--- config.mk ---
export PLATFORM = sky130hd
export DESIGN_NAME = ap3216_i2c_responder
export DESIGN_NICKNAME = d
export VERILOG_FILES = /design/src/rtl/ap3216_i2c_responder.sv
export SDC_FILE = /design/constraint.sdc
export NUM_CORES = 1
export LEC_CHECK = 0
export CORE_UTILIZATION = 45
export CTS_CLUSTER_SIZE = 10
export DETAILED_ROUTE_END_ITERATION = 8
export DONT_BUFFER_PORTS = 1
export GPL_ROUTABILITY_DRIVEN = 0
export SYNTH_ARGS = -nofsm -noshare
export SYNTH_HDL_FRONTEND = slang
export SYNTH_SLANG_ARGS = --single-unit
--- constraint.sdc ---
create_clock -name I_clk -period 2.4 [get_ports I_clk]
set_input_delay 0.48 -clock I_clk [delete_from_list [all_inputs] [get_ports I_clk]]
set_output_delay 0.48 -clock I_clk [all_outputs]
set_load 0.1 [all_outputs]
--- src/rtl/ap3216_i2c_responder.sv ---
// ap3216_i2c_responder: I2C target emulating the AP3216 ambient-light sensor.
// SCL/SDA are oversampled on I_clk, synchronised and glitch-filtered. The
// target answers writes and combined write / repeated-START / read transfers
// against a small register file (0x00 system config, 0x0C/0x0D ALS data).
//
// Ports:
//   I_clk       system clock (at least 16x SCL)
//   I_rst       synchronous active-high reset
//   I_scl/I_sda raw bus lines from the pads
//   O_sda_oe    1 = pull SDA low, 0 = release (open drain)
//   I_als_data  live 16-bit ALS value (0x0C low byte, 0x0D high byte)
//   O_sys_cfg   current content of register 0x00
//   O_cfg_wr    one-cycle pulse after a byte is written to 0x00
//   O_busy      high from START to STOP
//
// Build option: define AP3216_SHADOW_EN to capture the ALS high byte when the
// low byte is read, so a 0x0C/0x0D burst returns a coherent 16-bit value.
module ap3216_i2c_responder #(
  parameter logic [6:0]  DEV_ADDR    = 7'h1E,
  parameter int unsigned FILTER_LEN  = 3,
  parameter logic [7:0]  SYS_CFG_RST = 8'h00
) (
  input  logic        I_clk,
  input  logic        I_rst,
  input  logic        I_scl,
  input  logic        I_sda,
  output logic        O_sda_oe,
  input  logic [15:0] I_als_data,
  output logic [7:0]  O_sys_cfg,
  output logic        O_cfg_wr,
  output logic        O_busy
);

  localparam int unsigned CW = (FILTER_LEN < 2) ? 1 : $clog2(FILTER_LEN);
  localparam logic [CW-1:0] CNT_MAX = CW'(FILTER_LEN - 1);

  typedef enum logic [3:0] {
    IDLE, ADDR, ADDR_ACK, REG_PTR, PTR_ACK, WR_BYTE, WR_ACK, RD_BYTE, RD_ACK, IGNORE
  } state_t;

  logic [1:0]    scl_s, sda_s;
  logic [CW-1:0] scl_cnt, sda_cnt;
  logic          scl_f, sda_f, scl_d, sda_d;
  logic          scl_rise, scl_fall, start_det, stop_det;

  state_t        state;
  logic [2:0]    bit_cnt;
  logic [6:0]    shift;
  logic [6:0]    tx;
  logic [7:0]    ptr;
  logic          rw;
  logic          ack_half;
  logic [7:0]    rx_byte;
  logic [7:0]    rd_data;

  // Synchroniser plus stability filter: a filtered level only follows the
  // synchronised line after FILTER_LEN consecutive samples of the new value.
  always_ff @(posedge I_clk) begin
    if (I_rst) begin
      scl_s   <= 2'b11;
      sda_s   <= 2'b11;
      scl_f   <= 1'b1;
      sda_f   <= 1'b1;
      scl_d   <= 1'b1;
      sda_d   <= 1'b1;
      scl_cnt <= '0;
      sda_cnt <= '0;
    end else begin
      scl_s <= {scl_s[0], I_scl};
      sda_s <= {sda_s[0], I_sda};
      scl_d <= scl_f;
      sda_d <= sda_f;
      if (scl_s[1] == scl_f) scl_cnt <= '0;
      else if (scl_cnt == CNT_MAX) begin
        scl_f   <= scl_s[1];
        scl_cnt <= '0;
      end else scl_cnt <= scl_cnt + 1'b1;
      if (sda_s[1] == sda_f) sda_cnt <= '0;
      else if (sda_cnt == CNT_MAX) begin
        sda_f   <= sda_s[1];
        sda_cnt <= '0;
      end else sda_cnt <= sda_cnt + 1'b1;
    end
  end

  assign scl_rise  = scl_f & ~scl_d;
  assign scl_fall  = ~scl_f & scl_d;
  assign start_det = scl_f & scl_d & sda_d & ~sda_f;
  assign stop_det  = scl_f & scl_d & ~sda_d & sda_f;
  assign rx_byte   = {shift, sda_f};

`ifdef AP3216_SHADOW_EN
  logic [7:0] als_hi_shadow;
  logic       rd_load;

  assign rd_load = ~start_det & ~stop_det & scl_fall & ack_half &
                   (((state == ADDR_ACK) & rw) | (state == RD_ACK));

  always_ff @(posedge I_clk) begin
    if (I_rst) als_hi_shadow <= '0;
    else if (rd_load && ptr == 8'h0C) als_hi_shadow <= I_als_data[15:8];
  end
`endif

  always_comb begin
    rd_data = '0;
    case (ptr)
      8'h00: rd_data = O_sys_cfg;
      8'h0C: rd_data = I_als_data[7:0];
`ifdef AP3216_SHADOW_EN
      8'h0D: rd_data = als_hi_shadow;
`else
      8'h0D: rd_data = I_als_data[15:8];
`endif
      default: rd_data = '0;
    endcase
  end

  // ACK states use ack_half: the first SCL fall starts driving ACK, the second
  // (end of the ninth clock) releases it and moves on. In RD_ACK it marks that
  // the master ACKed, so the next byte is loaded on the following fall.
  always_ff @(posedge I_clk) begin
    if (I_rst) begin
      state     <= IDLE;
      O_sda_oe  <= 1'b0;
      O_sys_cfg <= SYS_CFG_RST;
      O_cfg_wr  <= 1'b0;
      O_busy    <= 1'b0;
      ptr       <= '0;
      bit_cnt   <= '0;
      shift     <= '0;
      tx        <= '0;
      rw        <= 1'b0;
      ack_half  <= 1'b0;
    end else begin
      O_cfg_wr <= 1'b0;
      if (scl_rise) shift <= rx_byte[6:0];
      if (start_det) begin
        state    <= ADDR;
        O_busy   <= 1'b1;
        O_sda_oe <= 1'b0;
        bit_cnt  <= '0;
        ack_half <= 1'b0;
      end else if (stop_det) begin
        state    <= IDLE;
        O_busy   <= 1'b0;
        O_sda_oe <= 1'b0;
      end else begin
        case (state)
          IDLE: ;
          ADDR: if (scl_rise) begin
            bit_cnt <= bit_cnt + 1'b1;
            if (bit_cnt == 3'd7) begin
              ack_half <= 1'b0;
              rw       <= rx_byte[0];
              state    <= (rx_byte[7:1] == DEV_ADDR) ? ADDR_ACK : IGNORE;
            end
          end
          REG_PTR: if (scl_rise) begin
            bit_cnt <= bit_cnt + 1'b1;
            if (bit_cnt == 3'd7) begin
              ptr      <= rx_byte;
              ack_half <= 1'b0;
              state    <= PTR_ACK;
            end
          end
          WR_BYTE: if (scl_rise) begin
            bit_cnt <= bit_cnt + 1'b1;
            if (bit_cnt == 3'd7) begin
              if (ptr == 8'h00) begin
                O_sys_cfg <= rx_byte;
                O_cfg_wr  <= 1'b1;
              end
              ack_half <= 1'b0;
              state    <= WR_ACK;
            end
          end
          ADDR_ACK, PTR_ACK, WR_ACK: if (scl_fall) begin
            if (!ack_half) begin
              O_sda_oe <= 1'b1;
              ack_half <= 1'b1;
            end else begin
              ack_half <= 1'b0;
              bit_cnt  <= '0;
              if (state == ADDR_ACK && rw) begin
                tx       <= rd_data[6:0];
                O_sda_oe <= ~rd_data[7];
                state    <= RD_BYTE;
              end else begin
                O_sda_oe <= 1'b0;
                if (state == ADDR_ACK) state <= REG_PTR;
                else begin
                  if (state == WR_ACK) ptr <= ptr + 8'd1;
                  state <= WR_BYTE;
                end
              end
            end
          end
          RD_BYTE: if (scl_fall) begin
            if (bit_cnt == 3'd7) begin
              O_sda_oe <= 1'b0;
              ack_half <= 1'b0;
              state    <= RD_ACK;
            end else begin
              O_sda_oe <= ~tx[6];
              tx       <= {tx[5:0], 1'b0};
              bit_cnt  <= bit_cnt + 1'b1;
            end
          end
          RD_ACK: begin
            if (scl_rise) begin
              if (sda_f) state <= IGNORE;
              else begin
                ptr      <= ptr + 8'd1;
                ack_half <= 1'b1;
              end
            end else if (scl_fall && ack_half) begin
              tx       <= rd_data[6:0];
              O_sda_oe <= ~rd_data[7];
              bit_cnt  <= '0;
              ack_half <= 1'b0;
              state    <= RD_BYTE;
            end
          end
          IGNORE: O_sda_oe <= 1'b0;
          default: state <= IDLE;
        endcase
      end
    end
  end

endmodule

==> impl_metrics.json, run 1 <==
{
  "final_cell_mix": "54 x dfxtp_1, 38 x nand2_1, 34 x buf_4",
  "cts.htree.levels": 2,
  "critPathRequiredTime_ns": 2.61,
  "cts_buffer_depth": 2,
  "timing.fmax_ghz": 0.450,
  "cts.repair.resized": 0,
  "port_buffers": 0,
  "layout_setup_ws_ns": 0.177,
  "postSynth.asyncResetShare_pct": 0,
  "end_kind": "register",
  "grt_pass1_wl_mm": 13.3,
  "wire_per_inst_um": 16.1,
  "worst-setup-path-type": "reg -> reg",
  "ant_nets": 0,
  "grt_max_degree": 58,
  "clock_sinks": 54,
  "antenna_found_initial": 0,
  "synthTopCellsByArea": "dfxtp_1 33%, a21oi_1 4.5%, nand2_1 4.4%",
  "max_stage_delay_ns": 0.49,
  "critPathBufInv": 2,
  "syn2layout_area_growth_pct": 10.4,
  "hold_viol_final": 0,
  "drv_cap": 0,
  "worstPathCellList": "inv_1, ha_1, buf_4, o211a_1, o211ai_1, a21o_1, a21oi_1, mux2_2",
  "die_area_um2": 7570,
  "grt_overflow": 0,
  "ys_types": 70,
  "post-route-period-util_pct": 92.6,
  "cts_buffers": 5,
  "skew_ns": 0.0145,
  "fp.dieH_um": 87.0,
  "p_leak_nw": 1.32,
  "ctsHoldBuffers": 0,
  "syn_inst": 391,
  "final_layout_size_suffix_gt1_share_pct": 16.8,
  "tightestPinTransition_ns": 0.591,
  "synth_top_cell_by_area": "dfxtp_1",
  "start_kind": "register",
  "syn_avg_cell_area_um2": 8.31,
  "ys_ff_latch": 54,
  "fin_setup_tns_ns": 0,
  "synth_area_um2": 3250,
  "vias": 2895,
  "num_rows": 30,
  "grt_pass1_vias": 2622,
  "dp_hpwl_mm": 5.83,
  "cp_top_family": "compound AO/OA/AOI/OAI gates",
  "synth_warnings": 0,
  "drv_slew": 0,
  "insertedDiodeCount": 0,
  "cts_root_buffer": "clkbuf_8",
  "path_clk_slew_ns": 0.11,
  "core-area_um2": 6870,
  "rsz0062_at_grt": "false",
  "via_per_inst": 5.79,
  "initial_utilization_pct": 47.3,
  "routed_wl_mm": 8.06,
  "synth_top_area_share_pct": 33.3,
  "holdCritPathClass": "in -> reg",
  "fin_crit_ns": 2.22,
  "synth_ff_type": "dfxtp_1",
  "synth-seq-area-share_pct": 33.3,
  "maxSlewHeadroom_pct": 60.4,
  "cts_tree": "built",
  "power.density_nw_per_um2": 926,
  "status": "finished, final reports clean",
  "synth-edff-count": 0,
  "first_pass_iters": 4,
  "cts_setup_buffers": 0,
  "final_common_cell": "dfxtp_1",
  "synth_nets": 418,
  "ir_drop_uv": 459,
  "place_ws_ns": 0.181,
  "drt_iter0_drc": 219,
  "critPathSlowestCell": "o211ai_1",
  "ios": 31,
  "track_usage_pct": 22.7,
  "crit_arrival_ns": 2.43,
  "setup_viol": 0,
  "drc": 0,
  "clock_latency_ns": 0.32,
  "critPathMaxFanout": 9,
  "layout.nets": 430,
  "regToRegSetupSlack_ns": 0.18,
  "die_w_um": 87.0
}
-- registers in the layout (all words and copies together), names as in the netlist --
| name | flops |
|---|---|
| O_cfg_wr | 1 |
| sda_f | 1 |
| tx | 7 |
| scl_s | 2 |
| O_sda_oe | 1 |
| scl_f | 1 |
| sda_d | 1 |
| O_sys_cfg | 8 |
| rw | 1 |
| ptr | 8 |
| sda_s | 2 |
| scl_cnt | 2 |
| ack_half | 1 |
| state | 4 |
| sda_cnt | 2 |
| shift | 7 |
| O_busy | 1 |
| scl_d | 1 |
| bit_cnt | 3 |
-- Yosys cell counts, types with 5 or more instances --
cell	n
dfxtp_1	54
nand2_1	38
a21oi_1	29
nor2_1	26
nand3_1	19
clkbuf_1	16
o21ai_0	14
mux2i_1	13
nor2b_1	12
a22o_1	10
a211oi_1	9
nand2b_1	9
nor3_1	8
a21o_1	7
ha_1	7
mux2_2	7
or2_2	7
inv_1	6
and2_1	5
buf_2	5
nor3b_1	5
-- stage by stage --
step / cell area (um2) / utilization [%] / std cells / power, mW / hold WS (ns)
after floorplan: 3250 / - / 391 / 2.32 / 0.389
after global placement: 3500 / 50.9 / 492 / 2.76 / 0.393
after detailed placement: 3500 / 50.9 / 492 / 2.77 / 0.402
after CTS: 3590 / 52.2 / 500 / 3.33 / 0.205
after global routing: 3590 / 52.2 / 500 / 3.55 / 0.206
final: 3590 / 52.2 / 500 / 3.32 / 0.214
-- per-layer routing --
metal  GRT usage [%]  part of all wire (%)  wire (um)  vias up
li1                -                     -          -     1457
met1            33.2                    49       3960     1355
met2            33.8                    44       3570       70
met3            3.03                   4.4        356       13
met4            8.79                   2.2        178        0
met5               0                     0          0        -
-- where the power goes --
part | switching, mW | internal, mW
Combinational | 0.996 | 0.705
Sequential | 0.109 | 0.961
Clock | 0.337 | 0.212
Total | 1.44 | 1.88
-- layout make-up --
type | count | area, um2
Timing Repair Buffer | 34 | 255
Fill cell | 666 | 3280
Inverter | 6 | 22.5
Clock inverter | 3 | 22.5
Tap cell | 96 | 120
Multi-Input combinational cell | 302 | 2020
Clock buffer | 5 | 68.8
Sequential cell | 54 | 1080
-- final timing paths --
kind                       startpoint                     to  cells past startpoint
setup / recovery  ptr[1]$_SDFFE_PP0P_     tx[2]$_SDFFE_PP0P_                      8
setup reg to reg  ptr[1]$_SDFFE_PP0P_     tx[2]$_SDFFE_PP0P_                      8
hold / removal                  I_rst  state[0]$_SDFFE_PP0P_                      1
hold reg to reg   scl_s[0]$_SDFF_PP1_    scl_s[1]$_SDFF_PP1_                      1
-- cell families (layout without fill, tap and decap cells) --
group / count (synthesis) / after routing / synth area share (%)
adders and majority gates: 7 / 7 / 2.69
xor gates and xnor gates: 4 / 4 / 1.08
AOI/OAI and AO/OA: 111 / 111 / 23.7
muxes: 20 / 20 / 6.43
buffers and inverters: 35 / 48 / 4.70
and+or+nand+nor: 160 / 160 / 28.1
DFF: 54 / 54 / 33.3
(Power assumes the default switching activity.)
==> inputs of run 2 (changes only) <==
- CTS_CLUSTER_SIZE: 10 -> unset
==> results of run 2 <==
Same layout as run 1: the final DEF is identical, and so are final timing and power.
==> inputs of run 3 (changes only) <==
- ABC_AREA: unset -> 1
- RECOVER_POWER: unset -> 25
==> impl_metrics.json, run 3 <==
{
  "status": "finished, final reports clean",
  "hold_slack_ns": 0.231,
  "synth_top_area_share_pct": 34.8,
  "regToRegSetupSlack_ns": 0.37,
  "synth_most_common_cell": "nand2_1",
  "cts_root_buffer": "clkbuf_8",
  "top_regs": "O_sys_cfg (8), ptr (8)",
  "power.switching_mw": 1.04,
  "final_cell_mix": "132 x nand2_1, 69 x nor2_1, 54 x dfxtp_1",
  "die_area_um2": 7240,
  "placed_cells": 568,
  "ios": 31,
  "die_w_um": 85.1,
  "hold_viol_final": 0,
  "synth_top_cell_by_area": "dfxtp_1",
  "cts_buffer_depth": 2,
  "crit_arrival_ns": 2.23,
  "ys_top_cells_by_count": "131 x nand2_1, 69 x nor2_1, 54 x dfxtp_1, 52 x inv_1, 44 x o21ai_0",
  "synth_warnings": 0,
  "grt_overflow": 0,
  "grt_max_degree": 24,
  "drc": 0,
  "layout_setup_ws_ns": 0.374,
  "final_layout_size_suffix_gt1_share_pct": 9.04,
  "p_seq_share_pct": 41.7,
  "cts_buffers": 5,
  "maxSlewHeadroom_pct": 55.0,
  "drt_iter0_drc": 230,
  "syn_avg_cell_area_um2": 6.35,
  "start_kind": "register",
  "cts_tree": "built",
  "power.density_nw_per_um2": 762,
  "via_per_inst": 5.39,
  "wire_per_inst_um": 13.7,
  "clock_sinks": 54,
  "initial_utilization_pct": 47.8,
  "insertedDiodeCount": 0,
  "post-route-period-util_pct": 84.4,
  "place_area_um2": 3240,
  "drv_slew": 0,
  "rsz0062_at_grt": "false",
  "timing.fmax_ghz": 0.494,
  "final_common_cell": "nand2_1",
  "p_clk_share_pct": 19.9,
  "instances_no_fill": 575,
  "ys_types": 37,
  "synth_area_um2": 3110,
  "dp_hpwl_mm": 6.05,
  "clock_latency_ns": 0.30,
  "final_util_pct": 51.1,
  "synth-seq-area-share_pct": 34.8,
  "holdCritPathClass": "in -> reg",
  "worst-setup-path-type": "reg -> reg",
  "holdPathEnd": "O_busy$_SDFFE_PP0P_",
  "synth_ff_type": "dfxtp_1",
  "power_frac_comb_pct": 38.4,
  "postSynth.asyncResetShare_pct": 0,
  "synthTopCellsByArea": "dfxtp_1 35%, nand2_1 16%, nor2_1 8.3%",
  "vias": 3102,
  "synth-edff-count": 0,
  "fp.dieH_um": 85.1,
  "ff2ff_path_depth": 11,
  "worstReg2RegEnd": "ptr[2]$_SDFFE_PP0P_",
  "fin_crit_ns": 2.03,
  "port_buffers": 0,
  "routed_wl_mm": 7.87,
  "drv_cap": 0,
  "first_pass_iters": 5,
  "core-area_um2": 6490,
  "layout.nets": 525,
  "ctsHoldBuffers": 0,
  "end_kind": "register",
  "ir_drop_uv": 301,
  "critPathMaxFanout": 11,
  "grt_pass1_wl_mm": 13.4,
  "power_mw": 2.53,
  "p_leak_nw": 1.56,
  "p_sw_share_pct": 41.1,
  "fin_setup_tns_ns": 0,
  "grt_pass1_vias": 2781,
  "path_clk_slew_ns": 0.10,
  "synth_nets": 516,
  "critPathRequiredTime_ns": 2.61,
  "syn_inst": 489,
  "antenna_found_initial": 0,
  "hp-start": "I_rst",
  "final_area_um2": 3320,
  "place_ws_ns": 0.380,
  "cts.htree.levels": 2,
  "num_rows": 29,
  "tightestPinTransition_ns": 0.671,
  "ys_ff_latch": 54,
  "setup_viol": 0,
  "cts.repair.resized": 0,
  "whs_path_depth": 1,
  "track_usage_pct": 23.4,
  "p_int_mw": 1.49,
  "ant_nets": 0,
  "skew_ns": 0.0107,
  "cts_setup_buffers": 0,
  "syn2layout_area_growth_pct": 6.85,
  "r2r_start": "bit_cnt[0]$_SDFFE_PP0P_"
}
run 3: cell count changes after synthesis, sizes merged, moves of 12 or more:
cell / delta
nor2b: -12
nand2: +96
o21ai: +32
inv: +52
mux2i: -13
nor2: +51
run 3: final cells by class:
cell class | count | area, um2
fill | 682 | 3180
multi-input combinational | 363 | 1720
sequential | 54 | 1080
inverter | 59 | 221
timing repair buffer | 15 | 113
tap | 77 | 96.3
clock buffer | 5 | 68.8
clock inverter | 2 | 13.8
run 3: cells by family after synthesis:
family	after synthesis	share of synthesized area (%)
flops	54	34.8
compound gates	91	15.8
simple gates	261	35.9
xor+xnor	4	1.13
fa+ha+maj	7	2.82
buf+inv	72	9.59
run 3: how the worst max path moves through the flow:
| stage | from | endpoint | depth (start not counted) |
|---|---|---|---|
| final | bit_cnt[0]$_SDFFE_PP0P_ | ptr[2]$_SDFFE_PP0P_ | 11 |
| after CTS | bit_cnt[0]$_SDFFE_PP0P_ | ptr[2]$_SDFFE_PP0P_ | 11 |
| after global routing | scl_f$_SDFFE_PP1P_ | ptr[2]$_SDFFE_PP0P_ | 11 |
| after detailed placement | bit_cnt[0]$_SDFFE_PP0P_ | ptr[2]$_SDFFE_PP0P_ | 11 |
| after global placement | bit_cnt[0]$_SDFFE_PP0P_ | ptr[2]$_SDFFE_PP0P_ | 11 |
| after floorplan | bit_cnt[0]$_SDFFE_PP0P_ | ptr[5]$_SDFFE_PP0P_ | 12 |
run 3: routing by layer:
layer,wire [um],vias to the layer above,global-route usage (%)
met1,3710,1387,31.3
met5,0,-,0
met3,524,12,3.99
met4,163,0,8.63
li1,-,1580,-
met2,3470,123,37.8
run 3: power by group through the flow:
stage	combinational, mW	clock (mW)	sequential (mW)
after global routing	1.11	0.566	1.07
after floorplan	0.752	0	1.08
after CTS	0.956	0.530	1.06
final	0.971	0.503	1.06
after detailed placement	0.950	0	1.08
after global placement	0.950	0	1.07
run 3: worst max-delay path: stages (launching register included):
cell and delay [ns]:
dfxtp_1 0.36, ha_1 0.15, ha_1 0.34, nand2_2 0.15, nand2_1 0.12, nand2_1 0.05, nor2_1 0.10, nand2_1 0.23
inv_1 0.24, nand2_1 0.07, nand2_1 0.06, nor2_1 0.06
